==> src/rtl/bbox_decode_sequencer_if.sv <==
// Stream bundle between the detection head, the decode sequencer and NMS.
// PW is the prediction word width (4*N, or 5*N when BBOX_OBJ_FILTER_EN adds tobj).
interface bbox_decode_sequencer_if #(
  parameter int N  = 16,
  parameter int PW = 4 * N
);
  logic          pred_valid;
  logic          pred_ready;
  logic [PW-1:0] pred_data;
  logic          box_valid;
  logic          box_ready;
  logic [4*N-1:0] box_data;
  logic          box_last;

  // master: head producer + NMS consumer side
  modport master (
    output pred_valid, pred_data, box_ready,
    input  pred_ready, box_valid, box_data, box_last
  );

  // slave: the decode sequencer
  modport slave (
    input  pred_valid, pred_data, box_ready,
    output pred_ready, box_valid, box_data, box_last
  );
endinterface

==> src/rtl/bbox_decode_sequencer.sv <==
// Frame controller for bounding-box decode: walks (cy, cx, anchor) slots and emits one box per slot.
// Optional macro BBOX_OBJ_FILTER_EN: adds tobj to pred_data and drops slots with tobj < cfg_thresh.
//
// state   | meaning
// S_IDLE  | waiting for start; counters parked at zero
// S_RUN   | consuming prediction words, one slot per handshake
// S_DRAIN | final slot consumed; waiting for the last box to leave
module bbox_decode_sequencer #(
  parameter int N           = 16,
  parameter int GRID_W      = 13,
  parameter int GRID_H      = 13,
  parameter int NUM_ANCHORS = 3,
  localparam int IDXW       = (NUM_ANCHORS > 1) ? $clog2(NUM_ANCHORS) : 1
) (
  input  logic            clk,
  input  logic            rst_n,
  input  logic            start,
  output logic            busy,
  output logic            done,
  input  logic            cfg_we,
  input  logic [IDXW-1:0] cfg_idx,
  input  logic [N-1:0]    cfg_aw,
  input  logic [N-1:0]    cfg_ah,
`ifdef BBOX_OBJ_FILTER_EN
  input  logic [N-1:0]    cfg_thresh,
`endif
  bbox_decode_sequencer_if.slave bus
);

  localparam int CXW  = (GRID_W > 1) ? $clog2(GRID_W) : 1;
  localparam int CYW  = (GRID_H > 1) ? $clog2(GRID_H) : 1;
  localparam int FRAC = 10;

  localparam logic [CXW-1:0]  CX_MAX   = CXW'(GRID_W - 1);
  localparam logic [CYW-1:0]  CY_MAX   = CYW'(GRID_H - 1);
  localparam logic [IDXW-1:0] A_MAX    = IDXW'(NUM_ANCHORS - 1);
  localparam logic [IDXW:0]   NA_LIMIT = (IDXW + 1)'(NUM_ANCHORS);
  localparam logic [N-1:0]    ANCHOR_ONE = N'(1 << FRAC);

  typedef enum logic [1:0] {
    S_IDLE,
    S_RUN,
    S_DRAIN
  } state_t;

  state_t          st_q, st_d;
  logic [CXW-1:0]  cx_q, cx_d;
  logic [CYW-1:0]  cy_q, cy_d;
  logic [IDXW-1:0] a_q, a_d;
  logic            box_valid_q, box_valid_d;
  logic            box_last_q, box_last_d;
  logic [4*N-1:0]  box_data_q, box_data_d;
  logic            done_q, done_d;
  logic [N-1:0]    aw_q [NUM_ANCHORS];
  logic [N-1:0]    aw_d [NUM_ANCHORS];
  logic [N-1:0]    ah_q [NUM_ANCHORS];
  logic [N-1:0]    ah_d [NUM_ANCHORS];

  logic            pred_ready_w;
  logic            pred_hs;
  logic            last_slot;
  logic            slot_pass;
  logic            cfg_wr;
  logic [4*N-1:0]  pred_box;
  logic [4*N-1:0]  box_calc;
  logic [N-1:0]    tx, ty, tw, th;
  logic [N-1:0]    cx_ext, cy_ext, aw_sel, ah_sel;
  logic [2*N-1:0]  prod_w, prod_h;
  logic            unused_prod;

`ifdef BBOX_OBJ_FILTER_EN
  assign pred_box  = bus.pred_data[4*N-1:0];
  assign slot_pass = (bus.pred_data[5*N-1:4*N] >= cfg_thresh);
`else
  assign pred_box  = bus.pred_data;
  assign slot_pass = 1'b1;
`endif

  assign pred_ready_w = (st_q == S_RUN) && (!box_valid_q || bus.box_ready);
  assign pred_hs      = bus.pred_valid && pred_ready_w;
  assign last_slot    = (a_q == A_MAX) && (cx_q == CX_MAX) && (cy_q == CY_MAX);
  assign cfg_wr       = cfg_we && ({1'b0, cfg_idx} < NA_LIMIT);

  assign cx_ext = N'(cx_q);
  assign cy_ext = N'(cy_q);
  assign aw_sel = aw_q[a_q];
  assign ah_sel = ah_q[a_q];

  // Decode datapath: offsets are raw grid integers, sizes are Q6.10 anchor scales.
  always_comb begin
    tx = pred_box[4*N-1:3*N];
    ty = pred_box[3*N-1:2*N];
    tw = pred_box[2*N-1:N];
    th = pred_box[N-1:0];
    prod_w = {{N{1'b0}}, tw} * {{N{1'b0}}, aw_sel};
    prod_h = {{N{1'b0}}, th} * {{N{1'b0}}, ah_sel};
    box_calc = {tx + cx_ext, ty + cy_ext, prod_w[N+FRAC-1:FRAC], prod_h[N+FRAC-1:FRAC]};
  end

  // Fraction bits and overflow above N are dropped by design (mod 2^N result).
  assign unused_prod = ^{prod_w[FRAC-1:0], prod_w[2*N-1:N+FRAC],
                         prod_h[FRAC-1:0], prod_h[2*N-1:N+FRAC]};

  always_comb begin
    aw_d = aw_q;
    ah_d = ah_q;
    if (cfg_wr) begin
      aw_d[cfg_idx] = cfg_aw;
      ah_d[cfg_idx] = cfg_ah;
    end
  end

  always_comb begin
    st_d        = st_q;
    cx_d        = cx_q;
    cy_d        = cy_q;
    a_d         = a_q;
    box_valid_d = box_valid_q;
    box_last_d  = box_last_q;
    box_data_d  = box_data_q;
    done_d      = 1'b0;

    case (st_q)
      S_IDLE: begin
        if (start) begin
          st_d = S_RUN;
          cx_d = '0;
          cy_d = '0;
          a_d  = '0;
        end
      end
      S_RUN: begin
        if (pred_hs && last_slot) begin
          st_d = S_DRAIN;
        end
      end
      S_DRAIN: begin
        if (!box_valid_q || bus.box_ready) begin
          st_d   = S_IDLE;
          done_d = 1'b1;
        end
      end
      default: st_d = S_IDLE;
    endcase

    // A filtered slot still frees the output register if its box was being taken.
    if (pred_hs) begin
      box_valid_d = slot_pass;
      if (slot_pass) begin
        box_data_d = box_calc;
        box_last_d = last_slot;
      end
    end else if (bus.box_ready) begin
      box_valid_d = 1'b0;
    end

    if (pred_hs) begin
      if (a_q == A_MAX) begin
        a_d = '0;
        if (cx_q == CX_MAX) begin
          cx_d = '0;
          cy_d = (cy_q == CY_MAX) ? '0 : cy_q + 1'b1;
        end else begin
          cx_d = cx_q + 1'b1;
        end
      end else begin
        a_d = a_q + 1'b1;
      end
    end
  end

  always_ff @(posedge clk or negedge rst_n) begin
    if (!rst_n) begin
      st_q        <= S_IDLE;
      cx_q        <= '0;
      cy_q        <= '0;
      a_q         <= '0;
      box_valid_q <= 1'b0;
      box_last_q  <= 1'b0;
      box_data_q  <= '0;
      done_q      <= 1'b0;
      for (int i = 0; i < NUM_ANCHORS; i++) begin
        aw_q[i] <= ANCHOR_ONE;
        ah_q[i] <= ANCHOR_ONE;
      end
    end else begin
      st_q        <= st_d;
      cx_q        <= cx_d;
      cy_q        <= cy_d;
      a_q         <= a_d;
      box_valid_q <= box_valid_d;
      box_last_q  <= box_last_d;
      box_data_q  <= box_data_d;
      done_q      <= done_d;
      for (int i = 0; i < NUM_ANCHORS; i++) begin
        aw_q[i] <= aw_d[i];
        ah_q[i] <= ah_d[i];
      end
    end
  end

  assign busy           = (st_q != S_IDLE);
  assign done           = done_q;
  assign bus.pred_ready = pred_ready_w;
  assign bus.box_valid  = box_valid_q;
  assign bus.box_data   = box_data_q;
  assign bus.box_last   = box_last_q;

endmodule

==> src/flat_wrapper.sv <==
// flat-port wrapper written by rule: the top's interface ports become plain ports
module bbox_decode_sequencer_flat 
#(
  parameter int N           = 16,
  parameter int GRID_W      = 13,
  parameter int GRID_H      = 13,
  parameter int NUM_ANCHORS = 3,
  localparam int IDXW       = (NUM_ANCHORS > 1) ? $clog2(NUM_ANCHORS) : 1
)
  (clk, rst_n, start, busy, done, cfg_we, cfg_idx, cfg_aw, cfg_ah, bus_pred_valid, bus_pred_data, bus_box_ready, bus_pred_ready, bus_box_valid, bus_box_data, bus_box_last);
  bbox_decode_sequencer_if #(.N(N), .PW((4 * N))) bus_i ();
  input  logic clk;
  input  logic rst_n;
  input  logic start;
  output logic busy;
  output logic done;
  input  logic cfg_we;
  input  logic [IDXW-1:0] cfg_idx;
  input  logic [N-1:0] cfg_aw;
  input  logic [N-1:0] cfg_ah;
  input wire logic [$bits(bus_i.pred_valid)-1:0] bus_pred_valid;
  input wire logic [$bits(bus_i.pred_data)-1:0] bus_pred_data;
  input wire logic [$bits(bus_i.box_ready)-1:0] bus_box_ready;
  output wire logic [$bits(bus_i.pred_ready)-1:0] bus_pred_ready;
  output wire logic [$bits(bus_i.box_valid)-1:0] bus_box_valid;
  output wire logic [$bits(bus_i.box_data)-1:0] bus_box_data;
  output wire logic [$bits(bus_i.box_last)-1:0] bus_box_last;
  assign bus_i.pred_valid = bus_pred_valid;
  assign bus_i.pred_data = bus_pred_data;
  assign bus_i.box_ready = bus_box_ready;
  assign bus_pred_ready = bus_i.pred_ready;
  assign bus_box_valid = bus_i.box_valid;
  assign bus_box_data = bus_i.box_data;
  assign bus_box_last = bus_i.box_last;
  bbox_decode_sequencer #(.N(N), .GRID_W(GRID_W), .GRID_H(GRID_H), .NUM_ANCHORS(NUM_ANCHORS)) u_core (.clk(clk), .rst_n(rst_n), .start(start), .busy(busy), .done(done), .cfg_we(cfg_we), .cfg_idx(cfg_idx), .cfg_aw(cfg_aw), .cfg_ah(cfg_ah), .bus(bus_i));
endmodule
==> config.mk <==
export PLATFORM = sky130hd
export DESIGN_NAME = bbox_decode_sequencer_flat
export DESIGN_NICKNAME = d
export VERILOG_FILES = /design/src/rtl/bbox_decode_sequencer_if.sv /design/src/rtl/bbox_decode_sequencer.sv /design/src/flat_wrapper.sv
export SDC_FILE = /design/constraint.sdc
export NUM_CORES = 1
export LEC_CHECK = 0
export BUFFER_PORTS_ARGS = -buffer_cell sky130_fd_sc_hd__buf_2
export CORE_ASPECT_RATIO = 0.75
export CORE_UTILIZATION = 63
export CTS_CLUSTER_SIZE = 10
export DETAILED_ROUTE_END_ITERATION = 8
export GPL_ROUTABILITY_DRIVEN = 0
export PLACE_DENSITY = 0.95
export SYNTH_ARGS = -nofsm -noshare
export SYNTH_HDL_FRONTEND = slang
export SYNTH_SLANG_ARGS = --single-unit
export TNS_END_PERCENT = 100
==> constraint.sdc <==
create_clock -name clk -period 8.1 [get_ports clk]
set_input_delay 0.405 -clock clk [delete_from_list [all_inputs] [get_ports clk]]
set_output_delay 0.405 -clock clk [all_outputs]
set_load 0.02 [all_outputs]
==> impl_metrics.env <==
export IMPL_dominantRegCellSynth="sky130_fd_sc_hd__dfrtp_1"
export IMPL_fin_worst_skew_ns=0.01435
export IMPL_ant_nets=0
export IMPL_cts_htree_levels=4
export IMPL_postSynthNetCount=2988
export IMPL_setup_repair_after_global_routing_missed_its_margin="false"
export IMPL_design_core_area_sq_mm=0.03492
export IMPL_synth_seq_area_share_pct=19.47
export IMPL_fillCellCount=2247
export IMPL_post_cts_repair_setup_buffers=0
export IMPL_drt_vias_per_instance=6.105
export IMPL_worst_endpoint_arrival_ns=8.35
export IMPL_drive_above_1_share_pct=14.23
export IMPL_holdCritPathClass="in -> reg"
export IMPL_crit_path_max_incr_delay_ns=0.70
export IMPL_insertion_delay_to_the_later_sink_of_the_worst_skew_pair_ns=0.47
export IMPL_design_die_area_sq_mm=0.03652
export IMPL_synth_largest_area_cell="sky130_fd_sc_hd__fa_1"
export IMPL_placement_rows=59
export IMPL_maxClockFrequency_mhz=124.8
export IMPL_period_share_pct=98.93
export IMPL_post_synth_edffs=0
export IMPL_critical_path_launch_point_type="register"
export IMPL_ys_warnings_count=0
export IMPL_most_used_standard_cells_in_the_synthesized_netlist="sky130_fd_sc_hd__inv_1 (458), sky130_fd_sc_hd__nand2_1 (371), sky130_fd_sc_hd__fa_1 (362), sky130_fd_sc_hd__and2_1 (228), sky130_fd_sc_hd__dfrtp_1 (169)"
export IMPL_fp_dieH_microns=165.8
export IMPL_critical_path_class="reg -> reg"
export IMPL_top_level_ports=173
export IMPL_worstPathRequired_ns=8.44
export IMPL_count_of_unresolved_drc_violations_after_routing=16
export IMPL_max_cap_violations=0
export IMPL_setup_viol=0
export IMPL_crit_path_max_fanout=24
export IMPL_post_synth_inst_count=2366
export IMPL_first_pass_iters=9
export IMPL_detailed_place_hpwl_mm=47.71
export IMPL_antenna_found_initial=2
export IMPL_failing_checks="DRC"
export IMPL_worst_path_most_repeated_cell="sky130_fd_sc_hd__fa_1"
export IMPL_via_count_of_the_first_global_routing_pass=20155
export IMPL_cp_end_kind="register"
export IMPL_clock_tree_from_tritoncts="done"
export IMPL_floorplan_die_width_microns=220.3
export IMPL_grt_util_all_layers_pct=37.07
export IMPL_final_nets=3118
export IMPL_relative_area_change_from_synthesis_to_final_layout_pct=8.543
export IMPL_synth_ff_latch_count=175
export IMPL_clk_pin_slew_ns=0.08
export IMPL_clk_path_buf_depth=2
export IMPL_timing_worst_slew_pin_value_ns=1.184
export IMPL_fin_crit_ns=8.014
export IMPL_io_buffers=172
export IMPL_clock_sink_count=175
export IMPL_grt_remaining_overflow=0
export IMPL_timing_final_max_slew_violations=0
export IMPL_worst_slack_ns=0.08628
export IMPL_async_reset_ff_share_pct=100.0
export IMPL_run_status="finished, violations left"
export IMPL_cp_buffers_inverters=6
export IMPL_crit_slowest_cell="sky130_fd_sc_hd__dfrtp_2"
export IMPL_timing_hold_ws_ns=0.1999
export IMPL_routed_wl_mm=64.18
export IMPL_syn_area_per_cell_sq_um=9.520
export IMPL_preCtsSetupSlack_ns=0.2321
export IMPL_iter_0_drt_violations=2068
export IMPL_share_of_yosys_cell_area_claimed_by_the_top_area_cell_type_pct=32.17
export IMPL_final_hold_viol_count=0
export IMPL_grt_max_degree=100
export IMPL_cts_root_buffer_cell="sky130_fd_sc_hd__clkbuf_16"
export IMPL_initial_utilization_pct=64.51
export IMPL_post_synth_num_cell_types=65
export IMPL_synth_top_cells_by_area="sky130_fd_sc_hd__fa_1 (32%), sky130_fd_sc_hd__dfrtp_1 (19%), sky130_fd_sc_hd__ha_1 (8.7%)"
export IMPL_timing_max_slew_rel_slack_pct=20.52
export IMPL_routed_via_count=18114
export IMPL_cell_with_the_most_instances_after_synthesis="sky130_fd_sc_hd__inv_1"
export IMPL_critical_path_cell_by_cell="buf_4 > mux2i_1 > o21ai_0 > buf_4 > and2_1 > fa_1 > inv_1 > fa_1 > fa_1 > inv_1 > fa_1 > fa_1 > inv_1 > fa_1 > inv_1 > ha_1 > a2111oi_0 > o21ai_0 > a22oi_1 > a32oi_2 > o311a_1 > nor3_2 > a2111o_1 > o211ai_1"
export IMPL_wire_per_inst_microns=21.63
export IMPL_total_clock_buffers_created_by_cts=17
export IMPL_final_core_utilization_pct=70.02
export IMPL_netlist_area_sq_mm=0.02253
export IMPL_grt_first_pass_wirelength_mm=103.5
export IMPL_fin_tns_setup_ns=0
export IMPL_critical_path_top_delay_family="adder cells"
[logic make-up (layout without fill, tap and decap cells)]
kind of cell / Yosys count / after routing / share of synthesized area (%)
flip-flops: 175 / 175 / 19.47
other: 0 / 2 / 0
buffers and inverters: 561 / 703 / 9.510
AO/OA/AOI/OAI: 202 / 202 / 5.871
multiplexers: 128 / 128 / 6.221
XOR/XNOR: 66 / 66 / 2.627
adder cells (fa/ha/maj): 518 / 518 / 40.84
AND/OR/NAND/NOR: 716 / 716 / 15.46
[layer usage]
layer	up-vias	GRT usage, %	share of wire [%]
met3	342	11.48	13
met5	-	0	0
li1	7524	-	-
met1	8894	46.77	35
met4	0	20.30	5.7
met2	1354	56.99	46
[registers in the layout (all words and copies together) (netlist names)]
name	flops
u_core.bus.box_data	64
u_core.bus.box_last	1
u_core.st_q	2
u_core.done	1
u_core.cy_q	4
u_core.bus.box_valid	1
u_core.aw_q	48
u_core.a_q	2
u_core.ah_q	48
u_core.cx_q	4
[metrics by stage]
| step | instance area [sq um] | std cells |
|---|---|---|
| after detailed placement | 23870 | 2933 |
| final | 24450 | 2967 |
| after CTS | 24440 | 2965 |
| after floorplan | 22530 | 2366 |
| after global placement | 23870 | 2933 |
| after global routing | 24450 | 2966 |
[cell usage in the layout, fill, tap and decap left out, types with 22 or more instances in the layout]
| master | Yosys | routed |
|---|---|---|
| sky130_fd_sc_hd__xnor2_1 | 42 | 42 |
| sky130_fd_sc_hd__inv_1 | 458 | 458 |
| sky130_fd_sc_hd__dfrtp_1 | 169 | 168 |
| sky130_fd_sc_hd__xor2_1 | 23 | 23 |
| sky130_fd_sc_hd__ha_1 | 156 | 156 |
| sky130_fd_sc_hd__nor2_1 | 27 | 27 |
| sky130_fd_sc_hd__nand2_1 | 371 | 370 |
| sky130_fd_sc_hd__mux2_2 | 96 | 96 |
| sky130_fd_sc_hd__buf_2 | 5 | 171 |
| sky130_fd_sc_hd__and2_1 | 228 | 228 |
| sky130_fd_sc_hd__fa_1 | 362 | 362 |
| sky130_fd_sc_hd__mux2i_1 | 32 | 32 |
| sky130_fd_sc_hd__o21ai_0 | 77 | 75 |
| sky130_fd_sc_hd__buf_4 | 1 | 41 |
| sky130_fd_sc_hd__a21oi_1 | 22 | 22 |
[what timing repair did]
action | CTS | global route
hold buffers | 1 | 0
endpoints found under the setup margin | 0 | 6
resized for setup | 0 | 1
endpoints found under the hold margin | 60 | 0
[worst reg2reg max path, cell delays in order (launching register included)]
cell and delay [ns]:
sky130_fd_sc_hd__dfrtp_2 0.70, sky130_fd_sc_hd__buf_4 0.48, sky130_fd_sc_hd__mux2i_1 0.33, sky130_fd_sc_hd__o21ai_0 0.11, sky130_fd_sc_hd__buf_4 0.22, sky130_fd_sc_hd__and2_1 0.21
sky130_fd_sc_hd__fa_1 0.48, sky130_fd_sc_hd__inv_1 0.05, sky130_fd_sc_hd__fa_1 0.46, sky130_fd_sc_hd__fa_1 0.51, sky130_fd_sc_hd__inv_1 0.05, sky130_fd_sc_hd__fa_1 0.49
sky130_fd_sc_hd__fa_1 0.49, sky130_fd_sc_hd__inv_1 0.06, sky130_fd_sc_hd__fa_1 0.47, sky130_fd_sc_hd__inv_1 0.05, sky130_fd_sc_hd__ha_1 0.36, sky130_fd_sc_hd__a2111oi_0 0.61
sky130_fd_sc_hd__o21ai_0 0.19, sky130_fd_sc_hd__a22oi_1 0.29, sky130_fd_sc_hd__a32oi_2 0.29, sky130_fd_sc_hd__o311a_1 0.41, sky130_fd_sc_hd__nor3_2 0.30, sky130_fd_sc_hd__a2111o_1 0.19
sky130_fd_sc_hd__o211ai_1 0.09
[worst paths after layout]
check	end	slack, ns	cells after the start	startpoint
max	u_core.bus.box_data[31]$_DFFE_PN0P_	0.09	24	u_core.a_q[1]$_DFFE_PN0P_
min	u_core.ah_q[30]$_DFFE_PN0P_	0.20	2	cfg_ah[14]
max reg2reg	u_core.bus.box_data[31]$_DFFE_PN0P_	0.09	24	u_core.a_q[1]$_DFFE_PN0P_
min reg2reg	u_core.bus.box_data[10]$_DFFE_PN0P_	0.48	2	u_core.bus.box_data[10]$_DFFE_PN0P_
max in group asynchronous	u_core.ah_q[22]$_DFFE_PN0P_	5.63	4	rst_n
min in group asynchronous	u_core.bus.box_data[36]$_DFFE_PN0P_	0.48	2	rst_n
[final cells by class]
| cell class | instances | area, sq um | share of cell area [%] |
|---|---|---|---|
| Multi-Input combinational cell | 1630 | 16020 | 65.50 |
| Sequential cell | 175 | 4388 | 17.95 |
| Inverter | 458 | 1719 | 7.031 |
| Timing Repair Buffer | 214 | 1187 | 4.856 |
| Tap cell | 457 | 571.8 | 2.339 |
| Clock buffer | 19 | 432.9 | 1.771 |
| Clock inverter | 12 | 130.1 | 0.5322 |
| Antenna cell | 2 | 5.005 | 0.02047 |
Power is left out: the tool's default activity adds up to more than one toggle a clock period on the data nets, which glitch-free logic cannot reach.
